==> src/rtl/io_arb_pkg.sv <==
// Shared types and constants for the IO bus arbiter.
// The optional contention counter is enabled with IO_ARB_CONTENTION_CNT_EN.
package io_arb_pkg;

  typedef enum logic [1:0] {
    PARK = 2'd0,
    OWN0 = 2'd1,
    OWN1 = 2'd2
  } arb_state_e;

  localparam int M0 = 0;
  localparam int M1 = 1;

  localparam logic [31:0] IO_BASE = 32'h0002_0000;

  // Wide enough for MAX_HOLD up to 255.
  localparam int HOLD_W = 8;

endpackage

==> src/rtl/io_arb_hold_counter.sv <==
// Counts consecutive cycles the non-owner waits; saturates at MAX_HOLD and
// flags expiry on the cycle the wait reaches MAX_HOLD.
module io_arb_hold_counter
  import io_arb_pkg::*;
#(
  parameter int MAX_HOLD = 8
) (
  input  logic              clk,
  input  logic              rst_n,
  input  logic              clr,
  input  logic              inc,
  output logic [HOLD_W-1:0] cnt,
  output logic              expired
);

  localparam logic [HOLD_W-1:0] LIMIT = HOLD_W'(MAX_HOLD);
  localparam logic [HOLD_W-1:0] LAST  = HOLD_W'(MAX_HOLD - 1);

  logic [HOLD_W-1:0] cnt_r;

  // Expired stays asserted once saturated so a released lock hands over at once.
  assign expired = inc & (cnt_r >= LAST);
  assign cnt     = cnt_r;

  // Saturating wait counter.
  always_ff @(posedge clk or negedge rst_n) begin
    if (!rst_n) begin
      cnt_r <= {HOLD_W{1'b0}};
    end else if (clr) begin
      cnt_r <= {HOLD_W{1'b0}};
    end else if (inc && (cnt_r < LIMIT)) begin
      cnt_r <= cnt_r + HOLD_W'(1);
    end else begin
      cnt_r <= cnt_r;
    end
  end

endmodule

==> src/rtl/io_bus_arbiter.sv <==
// Two-master arbiter for the memory-mapped IO bus, parked on master 0.
// Define IO_ARB_CONTENTION_CNT_EN to build the contention counter.
module io_bus_arbiter
  import io_arb_pkg::*;
#(
  parameter int ADDR_W   = 32,
  parameter int DATA_W   = 32,
  parameter int MAX_HOLD = 8
) (
  input  logic              clk,
  input  logic              rst_n,
  input  logic [ADDR_W-1:0] m0_addr,
  input  logic [DATA_W-1:0] m0_wr_val,
  input  logic              m0_write_en,
  input  logic              m0_read_en,
  input  logic [2:0]        m0_data_size,
  output logic [DATA_W-1:0] m0_rd_val,
  output logic              m0_wait,
  input  logic [ADDR_W-1:0] m1_addr,
  input  logic [DATA_W-1:0] m1_wr_val,
  input  logic              m1_write_en,
  input  logic              m1_read_en,
  input  logic [2:0]        m1_data_size,
  input  logic              m1_lock,
  output logic [DATA_W-1:0] m1_rd_val,
  output logic              m1_wait,
  output logic [ADDR_W-1:0] s_addr,
  output logic [DATA_W-1:0] s_wr_val,
  output logic              s_write_en,
  output logic              s_read_en,
  output logic [2:0]        s_data_size,
  input  logic [DATA_W-1:0] s_rd_val,
  output logic [1:0]        gnt,
  output logic [15:0]       contention_cnt
);

  arb_state_e        state_r;
  arb_state_e        next_s;
  logic              m0_req_s;
  logic              m1_req_s;
  logic              own1_s;
  logic              waiting_s;
  logic              hold_clr_s;
  logic              expired_s;
  logic [HOLD_W-1:0] hold_cnt_s;

  assign m0_req_s  = m0_write_en | m0_read_en;
  assign m1_req_s  = m1_write_en | m1_read_en;
  assign own1_s    = (state_r == OWN1);
  assign waiting_s = own1_s ? m0_req_s : m1_req_s;

  // Any ownership change restarts the fairness window.
  assign hold_clr_s = ~waiting_s | (next_s != state_r);

  io_arb_hold_counter #(
    .MAX_HOLD(MAX_HOLD)
  ) u_hold (
    .clk    (clk),
    .rst_n  (rst_n),
    .clr    (hold_clr_s),
    .inc    (waiting_s),
    .cnt    (hold_cnt_s),
    .expired(expired_s)
  );

  // Next-owner selection.
  always_comb begin
    next_s = state_r;
    case (state_r)
      PARK: begin
        if (m1_req_s && !m0_req_s) begin
          next_s = OWN1;
        end else if (expired_s) begin
          next_s = OWN1;
        end else begin
          next_s = PARK;
        end
      end
      OWN1: begin
        if (!m1_req_s) begin
          next_s = PARK;
        end else if (expired_s && !m1_lock) begin
          next_s = OWN0;
        end else begin
          next_s = OWN1;
        end
      end
      OWN0: begin
        if (!m0_req_s) begin
          next_s = PARK;
        end else if (expired_s) begin
          next_s = OWN1;
        end else begin
          next_s = OWN0;
        end
      end
      default: next_s = PARK;
    endcase
  end

  // Ownership register.
  always_ff @(posedge clk or negedge rst_n) begin
    if (!rst_n) begin
      state_r <= PARK;
    end else begin
      state_r <= next_s;
    end
  end

  assign gnt[M0] = ~own1_s;
  assign gnt[M1] = own1_s;

  // Owner routing; strobes and returned data are squashed while in reset.
  always_comb begin
    s_addr      = m0_addr;
    s_wr_val    = m0_wr_val;
    s_data_size = m0_data_size;
    s_write_en  = 1'b0;
    s_read_en   = 1'b0;
    m0_rd_val   = {DATA_W{1'b0}};
    m1_rd_val   = {DATA_W{1'b0}};
    if (own1_s) begin
      s_addr      = m1_addr;
      s_wr_val    = m1_wr_val;
      s_data_size = m1_data_size;
      s_write_en  = m1_write_en & rst_n;
      s_read_en   = m1_read_en & rst_n;
      m1_rd_val   = rst_n ? s_rd_val : {DATA_W{1'b0}};
    end else begin
      s_write_en  = m0_write_en & rst_n;
      s_read_en   = m0_read_en & rst_n;
      m0_rd_val   = rst_n ? s_rd_val : {DATA_W{1'b0}};
    end
  end

  assign m0_wait = m0_req_s & ~gnt[M0] & rst_n;
  assign m1_wait = m1_req_s & ~gnt[M1] & rst_n;

`ifdef IO_ARB_CONTENTION_CNT_EN
  logic [15:0] contention_r;

  // Saturating count of cycles in which someone waited.
  always_ff @(posedge clk or negedge rst_n) begin
    if (!rst_n) begin
      contention_r <= 16'h0000;
    end else if ((m0_wait | m1_wait) && (contention_r != 16'hFFFF)) begin
      contention_r <= contention_r + 16'h0001;
    end else begin
      contention_r <= contention_r;
    end
  end

  assign contention_cnt = contention_r;
`else
  assign contention_cnt = 16'h0000;
`endif

endmodule

==> config.mk <==
export PLATFORM = sky130hd
export DESIGN_NAME = io_bus_arbiter
export DESIGN_NICKNAME = d
export VERILOG_FILES = /design/src/rtl/io_arb_pkg.sv /design/src/rtl/io_arb_hold_counter.sv /design/src/rtl/io_bus_arbiter.sv
export SDC_FILE = /design/constraint.sdc
export NUM_CORES = 1
export LEC_CHECK = 0
export CAP_MARGIN = 5
export CELL_PAD_IN_SITES_DETAIL_PLACEMENT = 1
export CELL_PAD_IN_SITES_GLOBAL_PLACEMENT = 1
export CORE_MARGIN = 1
export CORE_UTILIZATION = 12
export DETAILED_ROUTE_END_ITERATION = 16
export PLACE_DENSITY_LB_ADDON = 0.08
export SLEW_MARGIN = 0
export SYNTH_ARGS = -nofsm -noshare
export SYNTH_HDL_FRONTEND = slang
export SYNTH_HIERARCHICAL = 1
export SYNTH_SLANG_ARGS = --single-unit
==> constraint.sdc <==
create_clock -name clk -period 3.3 [get_ports clk]
set_clock_uncertainty 0.2 [all_clocks]
set_input_delay 0.66 -clock clk [delete_from_list [all_inputs] [get_ports clk]]
set_output_delay 0.66 -clock clk [all_outputs]
set_load 0.005 [all_outputs]
==> reports/qor.yml <==
grt-ovfl-total: 0
post-dp-hpwl_um: 11500
die_x_um: 131
r2r_setup_slack_ns: 0.50
seq_power_share: 0.095
ys_seq_area_frac: 0.125
synth_top_cell_area_share: 0.448
core_area_um2: 16100
setup_violations: 0
postCtsResizedCells: 0
place_area_um2: 5210
first_global_vias: 3507
path_max_fanout: 46
switchingPower_mw: 0.569
worstHoldStart: "u_hold/cnt[5]$_DFFE_PN0P_"
drc: 0
wl_per_cell_um: 15.6
yosysWarnings: 6
synth-async-reset-ratio: 1.00
num_io_pins: 326
worst-setup-path-type: "input port to output pin"
internal_power_mw: 1.00
p_total_mw: 1.57
antenna_found_initial: 1
die_h_um: 131
switching_share: 0.362
setup_tns_ns: 0
synth_flop_cell: "dfrtp_1"
cts_hold_buf: 0
io_buffers: 309
fillers: 2047
synth_area_per_cell_um2: 4.96
max-cap-violations: 0
drt-total-wl_um: 14200
areaGrowthSynthToFinish_pct: 165
drv_slew: 0
yosys.cell_count.top_type: "nand2_1"
min_period_ns: 3.10
min_path_type: "flop to flop"
worstRegToRegCells: 10
cts_tree: "done"
fin_crit_sh: 0.938
clkTransAtPathRegs_ns: 0.04
hold_viol: 0
drt_pass1_iterations: 4
root_buffer: "clkbuf_16"
syn_inst: 404
finalInstanceArea_um2: 5310
synthTopCellsByArea: "nand2_1 45%, nor2_1 13%, dfrtp_1 12%"
dr_total_vias: 3604
status: "complete, no violations"
startpoint: "rst_n"
cp_data_arrival_time_ns: 2.24
critPathCaptureType: "output pin"
combPwrFrac: 0.750
place_congestion: 0.859
clock_latency_ns: 0.24
grt_max_degree: 47
rsz0062_at_grt: "no"
track_usage: 0.156
dieArea_um2: 17200
synth_edf_count: 0
fin_nets: 868
startpoint_type: "input port"
grt_first_pass_wirelength_um: 21200
vias_per_cell: 3.96
power.density_nw_per_um2: 296
ys_top_cells_by_count: "239 x nand2_1, 70 x nor2_1, 22 x buf_4"
vdd_drop_max_mv: 0.180
required_ns: 2.44
yosys.area.top_type: "nand2_1"
reg2reg_from: "state_r[0]$_DFF_PN0_"
post-cts-setup-buffers: 0
r2r-end: "u_hold/cnt[2]$_DFFE_PN0P_"
ys_ff_latch: 10
p_leak_nw: 2.38
fmax_mhz: 323
rows: 46
drive_above_1_share: 0.0216
initial_core_util: 0.124
postRouteAntennaNets: 0
final_core_util: 0.329
holdPathEnd: "u_hold/cnt[5]$_DFFE_PN0P_"
drt_iter0_markers: 121
pwr-share-clk: 0.155
cts_made_buffers: 3
min_path_cells: 1
cts_buffer_depth: 2
syn_area_um2: 2000
synthDistinctLibCells: 32
htreeDepth: 1
cts_num_sinks: 10
## state kept, by name (all words and copies together), names as in the netlist
signal / cells
u_hold/cnt: 8
state_r: 2
## power by group through the flow
stage	registers (mW)	logic [mW]	clock network, mW
6_report	0.149	1.18	0.244
5_1_grt	0.151	1.28	0.254
4_1_cts	0.148	1.21	0.251
3_5_place_dp	0.150	1.20	0
3_3_place_gp	0.149	1.18	0
2_1_floorplan	0.145	0.460	0
## cell families after synthesis
| group | after synthesis | share of synthesized area |
|---|---|---|
| compound gates | 14 | 0.0481 |
| fa+ha+maj | 1 | 0.00624 |
| buf+inv | 47 | 0.161 |
| flops | 10 | 0.125 |
| mux | 1 | 0.00562 |
| other cells | 1 | 0.00187 |
| simple gates | 330 | 0.652 |
## critical path, stage by stage
cell and delay [ns]:
clkdlybuf4s50_1 0.50, buf_12 0.23, nand2_1 0.10, nor2_1 0.14, clkdlybuf4s50_1 0.58
## cell usage in the layout, fill, tap and decap left out, types with 2 or more instances in the layout
cell / n
a21boi_0: 3
a21oi_1: 2
a31oi_1: 2
buf_12: 4
buf_4: 2
clkbuf_16: 3
clkdlybuf4s50_1: 309
conb_1: 16
dfrtp_1: 10
nand2_1: 239
nand2b_1: 3
nor2_1: 70
nor2b_1: 5
nor3b_1: 3
o21ai_0: 3
## metal layers
layer	GRT usage	wire, µm	vias up
met5	0	0	-
met4	0.0190	66	0
met3	0.0324	900	5
met2	0.306	7610	159
met1	0.173	5640	1671
li1	-	-	1769
## layout make-up
class	instances	area (µm²)	share of cell area
Timing Repair Buffer	315	3190	0.601
Multi-Input combinational cell	362	1500	0.282
Tap cell	216	270	0.0509
Sequential cell	10	250	0.0472
Clock buffer	4	88.8	0.0167
Inverter	2	10.0	0.00189
Antenna cell	1	2.50	0.000472
## worst max-delay path by stage
stage                                 to  slack (ns)  cells after the start
4_1_cts                     s_wr_val[28]        0.13                      6
2_1_floorplan  u_hold/cnt[2]$_DFFE_PN0P_        0.66                     13
5_1_grt                     s_wr_val[25]        0.06                      6
3_5_place_dp                m1_rd_val[1]        0.18                      5
6_report                    m1_rd_val[1]        0.20                      5
3_3_place_gp                m1_rd_val[1]        0.18                      5
## metrics by stage
stage | std cells | setup WS (ns) | hold WS [ns]
after global placement | 905 | 0.181 | 0.317
after floorplan | 419 | 0.658 | 0.164
after detailed placement | 905 | 0.185 | 0.318
final | 910 | 0.205 | 0.330
after CTS | 909 | 0.130 | 0.334
after global routing | 910 | 0.0630 | 0.374
No activity file was read; power rests on OpenSTA's default activity.
